**config.mk**
```make
export PLATFORM = sky130hd
export DESIGN_NAME = ahb_slave_mux_n
export DESIGN_NICKNAME = d
export VERILOG_FILES = /design/src/rtl/ahb_pkg.sv /design/src/rtl/ahb_default_slave.sv /design/src/rtl/ahb_slave_mux_n.sv
export SDC_FILE = /design/constraint.sdc
export NUM_CORES = 1
export LEC_CHECK = 0
export BUFFER_PORTS_ARGS = -buffer_cell sky130_fd_sc_hd__buf_4
export CAP_MARGIN = 20
export CORE_AREA = 5 5 82 84
export CTS_CLUSTER_DIAMETER = 60
export DETAILED_ROUTE_END_ITERATION = 8
export DIE_AREA = 0 0 87 89
export PLACE_DENSITY_LB_ADDON = 0.12
export REMOVE_ABC_BUFFERS = 1
export SYNTH_ARGS = -nofsm -noshare
export SYNTH_HDL_FRONTEND = slang
export SYNTH_HIERARCHICAL = 1
export SYNTH_SLANG_ARGS = --single-unit
```
**constraint.sdc**
```tcl
create_clock -name HCLK -period 3.8 [get_ports HCLK]
set_input_delay 0.95 -clock HCLK [delete_from_list [all_inputs] [get_ports HCLK]]
set_output_delay 0.95 -clock HCLK [all_outputs]
set_load 0.02 [all_outputs]
```
**src/rtl/ahb_pkg.sv**
```systemverilog
// Shared AHB-Lite encodings and the default-slave state type used by the
// system AHB interconnect.
package ahb_pkg;

    localparam logic [1:0] HTRANS_IDLE   = 2'b00;
    localparam logic [1:0] HTRANS_BUSY   = 2'b01;
    localparam logic [1:0] HTRANS_NONSEQ = 2'b10;
    localparam logic [1:0] HTRANS_SEQ    = 2'b11;

    localparam logic HRESP_OKAY  = 1'b0;
    localparam logic HRESP_ERROR = 1'b1;

    typedef enum logic [1:0] {
        DS_IDLE = 2'd0,
        DS_ERR1 = 2'd1,
        DS_ERR2 = 2'd2
    } ds_state_t;

endpackage

```
**src/rtl/ahb_default_slave.sv**
```systemverilog
// Default slave for unmapped address space: answers NONSEQ/SEQ with the
// two-cycle ERROR response and lets IDLE/BUSY complete as zero-wait OKAY.
module ahb_default_slave
    import ahb_pkg::*;
(
    input  logic clk,
    input  logic rst,
    input  logic unmapped_req,
    input  logic hready,
    output logic readyout,
    output logic resp
);

    ds_state_t state, state_nxt;

    always_ff @(posedge clk or posedge rst) begin
        if (rst) begin
            state <= DS_IDLE;
        end else begin
            state <= state_nxt;
        end
    end

    always_comb begin
        state_nxt = state;
        readyout  = 1'b1;
        resp      = HRESP_OKAY;
        case (state)
            DS_IDLE: begin
                if (hready && unmapped_req) state_nxt = DS_ERR1;
            end
            DS_ERR1: begin
                readyout  = 1'b0;
                resp      = HRESP_ERROR;
                state_nxt = DS_ERR2;
            end
            DS_ERR2: begin
                resp      = HRESP_ERROR;
                state_nxt = (hready && unmapped_req) ? DS_ERR1 : DS_IDLE;
            end
            default: state_nxt = DS_IDLE;
        endcase
    end

endmodule

```
**src/rtl/ahb_slave_mux_n.sv**
```systemverilog
// Single-master AHB-Lite slave-side interconnect: base/mask decoder, data-phase
// select register, response mux, default slave and wait-state timeout monitor.
module ahb_slave_mux_n
    import ahb_pkg::*;
#(
    parameter int                        NUM_SLAVES     = 4,
    parameter logic [32*NUM_SLAVES-1:0]  ADDR_BASE      = {NUM_SLAVES{32'h0}},
    parameter logic [32*NUM_SLAVES-1:0]  ADDR_MASK      = {NUM_SLAVES{32'hFFFF_FFFF}},
    parameter int                        TIMEOUT_CYCLES = 256
) (
    input  logic                    HCLK,
    input  logic                    HRESET,
    input  logic [31:0]             HADDR,
    input  logic [1:0]              HTRANS,
    input  logic                    HREADY,
    output logic [NUM_SLAVES-1:0]   HSEL_O,
    input  logic [NUM_SLAVES-1:0]   HREADYOUT_I,
    input  logic [NUM_SLAVES-1:0]   HRESP_I,
    input  logic [32*NUM_SLAVES-1:0] HRDATA_I,
    output logic                    HREADYOUT,
    output logic                    HRESP,
    output logic [31:0]             HRDATA,
    input  logic                    timeout_clr,
    output logic                    timeout_irq,
    output logic [4:0]              timeout_id
);

    // Index NUM_SLAVES stands for the internal default slave.
    localparam logic [4:0]  DEF_IDX  = 5'(NUM_SLAVES);
    localparam logic [15:0] TO_LIMIT = 16'(TIMEOUT_CYCLES);

    logic [4:0]  dec_idx;
    logic        dec_hit;
    logic        unmapped_req;
    logic [4:0]  dsel_idx_p1;
    logic        dsel_vld_p1;
    logic        dsel_real;
    logic        ds_ready;
    logic        ds_resp;
    logic [15:0] cnt;
    logic        to_hit;

    // Address phase: lowest matching index wins on overlap.
    always_comb begin
        dec_idx = DEF_IDX;
        dec_hit = 1'b0;
        for (int i = NUM_SLAVES - 1; i >= 0; i--) begin
            if ((HADDR & ADDR_MASK[32*i +: 32]) == ADDR_BASE[32*i +: 32]) begin
                dec_idx = 5'(i);
                dec_hit = 1'b1;
            end
        end
        for (int i = 0; i < NUM_SLAVES; i++) begin
            HSEL_O[i] = dec_hit && (dec_idx == 5'(i));
        end
    end

    assign unmapped_req = !dec_hit &&
                          ((HTRANS == HTRANS_NONSEQ) || (HTRANS == HTRANS_SEQ));

    // Address -> data phase boundary.
    always_ff @(posedge HCLK or posedge HRESET) begin
        if (HRESET) begin
            dsel_idx_p1 <= '0;
            dsel_vld_p1 <= 1'b0;
        end else if (HREADY) begin
            dsel_idx_p1 <= dec_idx;
            dsel_vld_p1 <= 1'b1;
        end
    end

    assign dsel_real = dsel_vld_p1 && (dsel_idx_p1 < DEF_IDX);

    ahb_default_slave u_default_slave (
        .clk          (HCLK),
        .rst          (HRESET),
        .unmapped_req (unmapped_req),
        .hready       (HREADY),
        .readyout     (ds_ready),
        .resp         (ds_resp)
    );

    always_comb begin
        HREADYOUT = 1'b1;
        HRESP     = HRESP_OKAY;
        HRDATA    = '0;
        if (dsel_vld_p1 && (dsel_idx_p1 == DEF_IDX)) begin
            HREADYOUT = ds_ready;
            HRESP     = ds_resp;
        end else begin
            for (int i = 0; i < NUM_SLAVES; i++) begin
                if (dsel_vld_p1 && (dsel_idx_p1 == 5'(i))) begin
                    HREADYOUT = HREADYOUT_I[i];
                    HRESP     = HRESP_I[i];
                    HRDATA    = HRDATA_I[32*i +: 32];
                end
            end
        end
    end

    // A zero limit leaves cnt parked at 0 == TO_LIMIT, so the monitor stays idle.
    assign to_hit = (TO_LIMIT != 16'd0) && dsel_real && !HREADYOUT &&
                    (cnt == TO_LIMIT - 16'd1);

    always_ff @(posedge HCLK or posedge HRESET) begin
        if (HRESET) begin
            cnt <= '0;
        end else if (HREADYOUT) begin
            cnt <= '0;
        end else if (dsel_real && (cnt != TO_LIMIT)) begin
            cnt <= cnt + 16'd1;
        end
    end

    always_ff @(posedge HCLK or posedge HRESET) begin
        if (HRESET) begin
            timeout_irq <= 1'b0;
            timeout_id  <= '0;
        end else begin
            if (to_hit) begin
                timeout_irq <= 1'b1;
            end else if (timeout_clr) begin
                timeout_irq <= 1'b0;
            end
            if (to_hit && !timeout_irq) begin
                timeout_id <= dsel_idx_p1;
            end
        end
    end

endmodule

```
==> flow_metrics.py <==
metrics = {
    "drt": {
        "first_iter_violations": 52,
        "route.detailed.vias_per_inst": 4.473,
        "drt_wl_total_um": 5086,
        "wire_per_inst_um": 13.97,
        "drtAntennaViolNets": 0,
        "detailedRoute.firstPassIterationCount": 4,
        "route.vias.total": 1628,
        "route.detailed.drc": 0,
    },
    "setup_path": {
        "cp-end-kind": "primary output",
        "worstPathRequired_ns": 2.85,
        "startpoint_type": "input pin",
        "critPathArrivalTime_ns": 1.88,
        "critPathKind": "in2out",
        "path_max_fanout": 3,
        "r2r_slack_ns": 1.59,
    },
    "final_layout": {
        "fraction_of_layout_cells_with_a_size_suffix_above_1_pct": 41.18,
        "layout.filler_cells": 597,
        "n_antenna_cell": 0,
        "finish.instance_area_um2": 2510,
        "most_frequent_standard_cell_in_the_layout_excluding_fill_and_tap_cells": "sky130_fd_sc_hd__buf_4",
        "most-common-layout-cells": "sky130_fd_sc_hd__buf_4, sky130_fd_sc_hd__and2_1, sky130_fd_sc_hd__dfrtp_1, sky130_fd_sc_hd__inv_1, sky130_fd_sc_hd__nor2_1",
        "final_core_utilization_pct": 42.90,
        "num-nets-final": 471,
        "synthToLayoutAreaGrowth_pct": 58.58,
    },
    "power": {
        "report.power.total_w": 0.0006933,
        "irDropWorstVdd_v": 0.0001654,
        "p_leak_nw": 1.222,
        "powerDensity_nw_per_um2": 276.2,
    },
    "die": {
        "initial_core_util_pct": 27.05,
        "die_height_um": 89,
        "core_region_area_um2": 5851,
        "die_width_um": 87,
        "floorplan.rows": 28,
        "boundaryPins": 218,
        "die_area_um2": 7743,
    },
    "logic_synthesis": {
        "postSynthCellCount": 183,
        "synth-compound-area-share_pct": 6.798,
        "synth-edff-count": 0,
        "synthesis.yosys.warnings": 6,
        "netlist-cell-type-count": 38,
        "combinational_family_with_the_most_area_after_synthesis": "simple AND/OR/NAND/NOR gates",
        "synth_flop_cell": "sky130_fd_sc_hd__dfrtp_1",
        "post_synth.cell_area_avg_um2": 8.649,
        "postSynth.asyncResetShare_pct": 100.0,
        "synth-simple-area-share_pct": 38.34,
        "ys_ff_latch": 22,
        "post_synth_adder_cell_area_pct": 5.534,
        "ys_seq_area_share_pct": 34.78,
        "synth.mux.area_fraction_pct": 2.055,
        "post_synth_xor_area_fraction_pct": 4.427,
        "synthesis.area_um2": 1583,
    },
    "place": {
        "dpl.hpwl_um": 4244,
        "port_buffers": 107,
        "post_dp_cell_area_um2": 2439,
        "gp_congestion": 0.7841,
    },
    "clock_network": {
        "cts_sinks": 22,
        "numCtsBuffers": 3,
        "cts.htree.levels": 1,
        "clock_insertion_delay_worst_skew_ns": 0.27,
        "worst_setup_hold_path_clk_slew_ns": 0.08,
        "post-cts-setup-buffer-count": 0,
        "cts_tree": "done",
        "cts_hold_buf": 0,
        "cts_buffer_depth": 2,
        "master_cell_of_the_clock_root_buffer": "sky130_fd_sc_hd__clkbuf_8",
        "cts_resized": 0,
    },
    "grt": {
        "grt_antenna_before_repair": 0,
        "grt_first_pass_wirelength_um": 7431,
        "grt_max_degree": 34,
        "grt_overall_usage_pct": 12.11,
        "grt_pass1_vias": 1568,
        "globalRouteOverflowTotal": 0,
    },
    "run": {
        "maxCapViolations": 0,
    },
    "hold_path": {
        "min_path_type": "reg2reg",
    },
    "sta": {
        "setup_viol_count_final": 0,
        "worst_clock_skew_ns": 0.004696,
        "fmax_ghz": 0.3538,
        "finalMaxSlewViolations": 0,
        "max_slew_margin_pct": 48.50,
        "timing.final.crit_share_pct": 74.38,
        "fin_worst_hold_slack_ns": 0.5199,
        "hold_viol": 0,
        "rsz0062_at_grt": "false",
        "totalNegativeSetupSlack_ns": 0,
        "final_period_minus_worst_setup_slack_ns": 2.827,
        "max_slew.worst_pin.slew_ns": 0.7716,
    },
    "run_status": {
        "outcome": "finished clean",
    },
}
## cells in the mapped netlist (all sizes together), types with 2 or more instances
master | count | area [um2]
buf | 8 | 60.06
nand2 | 8 | 30.03
inv | 12 | 45.04
ha | 7 | 87.58
nor2 | 11 | 41.29
o21ai | 5 | 25.02
and2 | 32 | 200.2
mux2 | 2 | 22.52
clkbuf | 5 | 18.77
a21oi | 5 | 25.02
nor4 | 9 | 56.30
xnor2 | 7 | 61.31
and4b | 2 | 20.02
or3 | 5 | 31.28
dfrtp | 22 | 550.5
nor2b | 4 | 27.53
nor4b | 2 | 17.52
or4 | 4 | 37.53
nor3 | 7 | 35.03
nand3 | 6 | 30.03
nand4 | 7 | 58.81
## worst max-delay path: stages
cell                      delay [ns]
sky130_fd_sc_hd__buf_4          0.11
sky130_fd_sc_hd__nor4_1         0.31
sky130_fd_sc_hd__nand4_1        0.13
sky130_fd_sc_hd__nor2_1         0.20
sky130_fd_sc_hd__buf_4          0.18
## cell type report
cell class                      count  area [um2]  area share (%)
Clock buffer                        3       41.29           1.645
Clock inverter                      1       30.03           1.196
Inverter                           12       45.04           1.795
Multi-Input combinational cell    142       930.9           37.09
Sequential cell                    22       550.5           21.93
Tap cell                           75       93.84           3.739
Timing Repair Buffer              109       818.3           32.60
## power breakdown
| group | internal [W] | leakage, nW | switching (W) |
|---|---|---|---|
| registers | 0.000243 | 0.295 | 0.0000111 |
| clock network | 0.000141 | 0.0357 | 0.0000799 |
| logic | 0.000107 | 0.891 | 0.000112 |
| total | 0.000491 | 1.22 | 0.000203 |
## metrics by stage
step / setup WS, ns / instances
CTS: 0.9334 / 364
detailed placement: 0.9408 / 360
floorplan: 1.170 / 176
finish: 0.9734 / 364
global placement: 0.9454 / 360
global route: 0.8207 / 364
## flip-flops by register name, summed over array words and instances, names as in the netlist
register / flops
cnt: 16
u_default_slave/state: 2
dsel_idx_p1: 1
dsel_vld_p1: 1
timeout_id: 1
timeout_irq: 1
## worst paths after layout
path	start	end	cells past startpoint
setup / recovery	HADDR[25]	HSEL_O[0]	5
hold / removal	timeout_id[2]$_DFFE_PP0P_	timeout_id[2]$_DFFE_PP0P_	1
setup reg to reg	u_default_slave/state[1]$_DFFE_PP0P_	cnt[14]$_DFFE_PP0P_	9
hold reg to reg	timeout_id[2]$_DFFE_PP0P_	timeout_id[2]$_DFFE_PP0P_	1
max in group asynchronous	HRESET	cnt[1]$_DFFE_PP0P_	2
min in group asynchronous	HRESET	u_default_slave/state[0]$_DFFE_PP0P_	2
## cell families (layout without fill, tap and decap cells)
group | Yosys count | after routing
and+or+nand+nor | 100 | 100
buffers and inverters | 25 | 125
xor gates and xnor gates | 8 | 8
muxes | 3 | 3
other | 1 | 7
adders and majority gates | 7 | 7
AOI/OAI and AO/OA | 17 | 17
DFF | 22 | 22
## layer usage
layer | GRT usage, % | up-vias | part of all wire [%]
met5 | 0 | - | 0
li1 | - | 830 | -
met1 | 15.38 | 733 | 40
met3 | 3.041 | 4 | 6.4
met2 | 20.50 | 61 | 53
met4 | 3.258 | 0 | 0.65
Note: power is estimated with default switching activity, not from simulation.
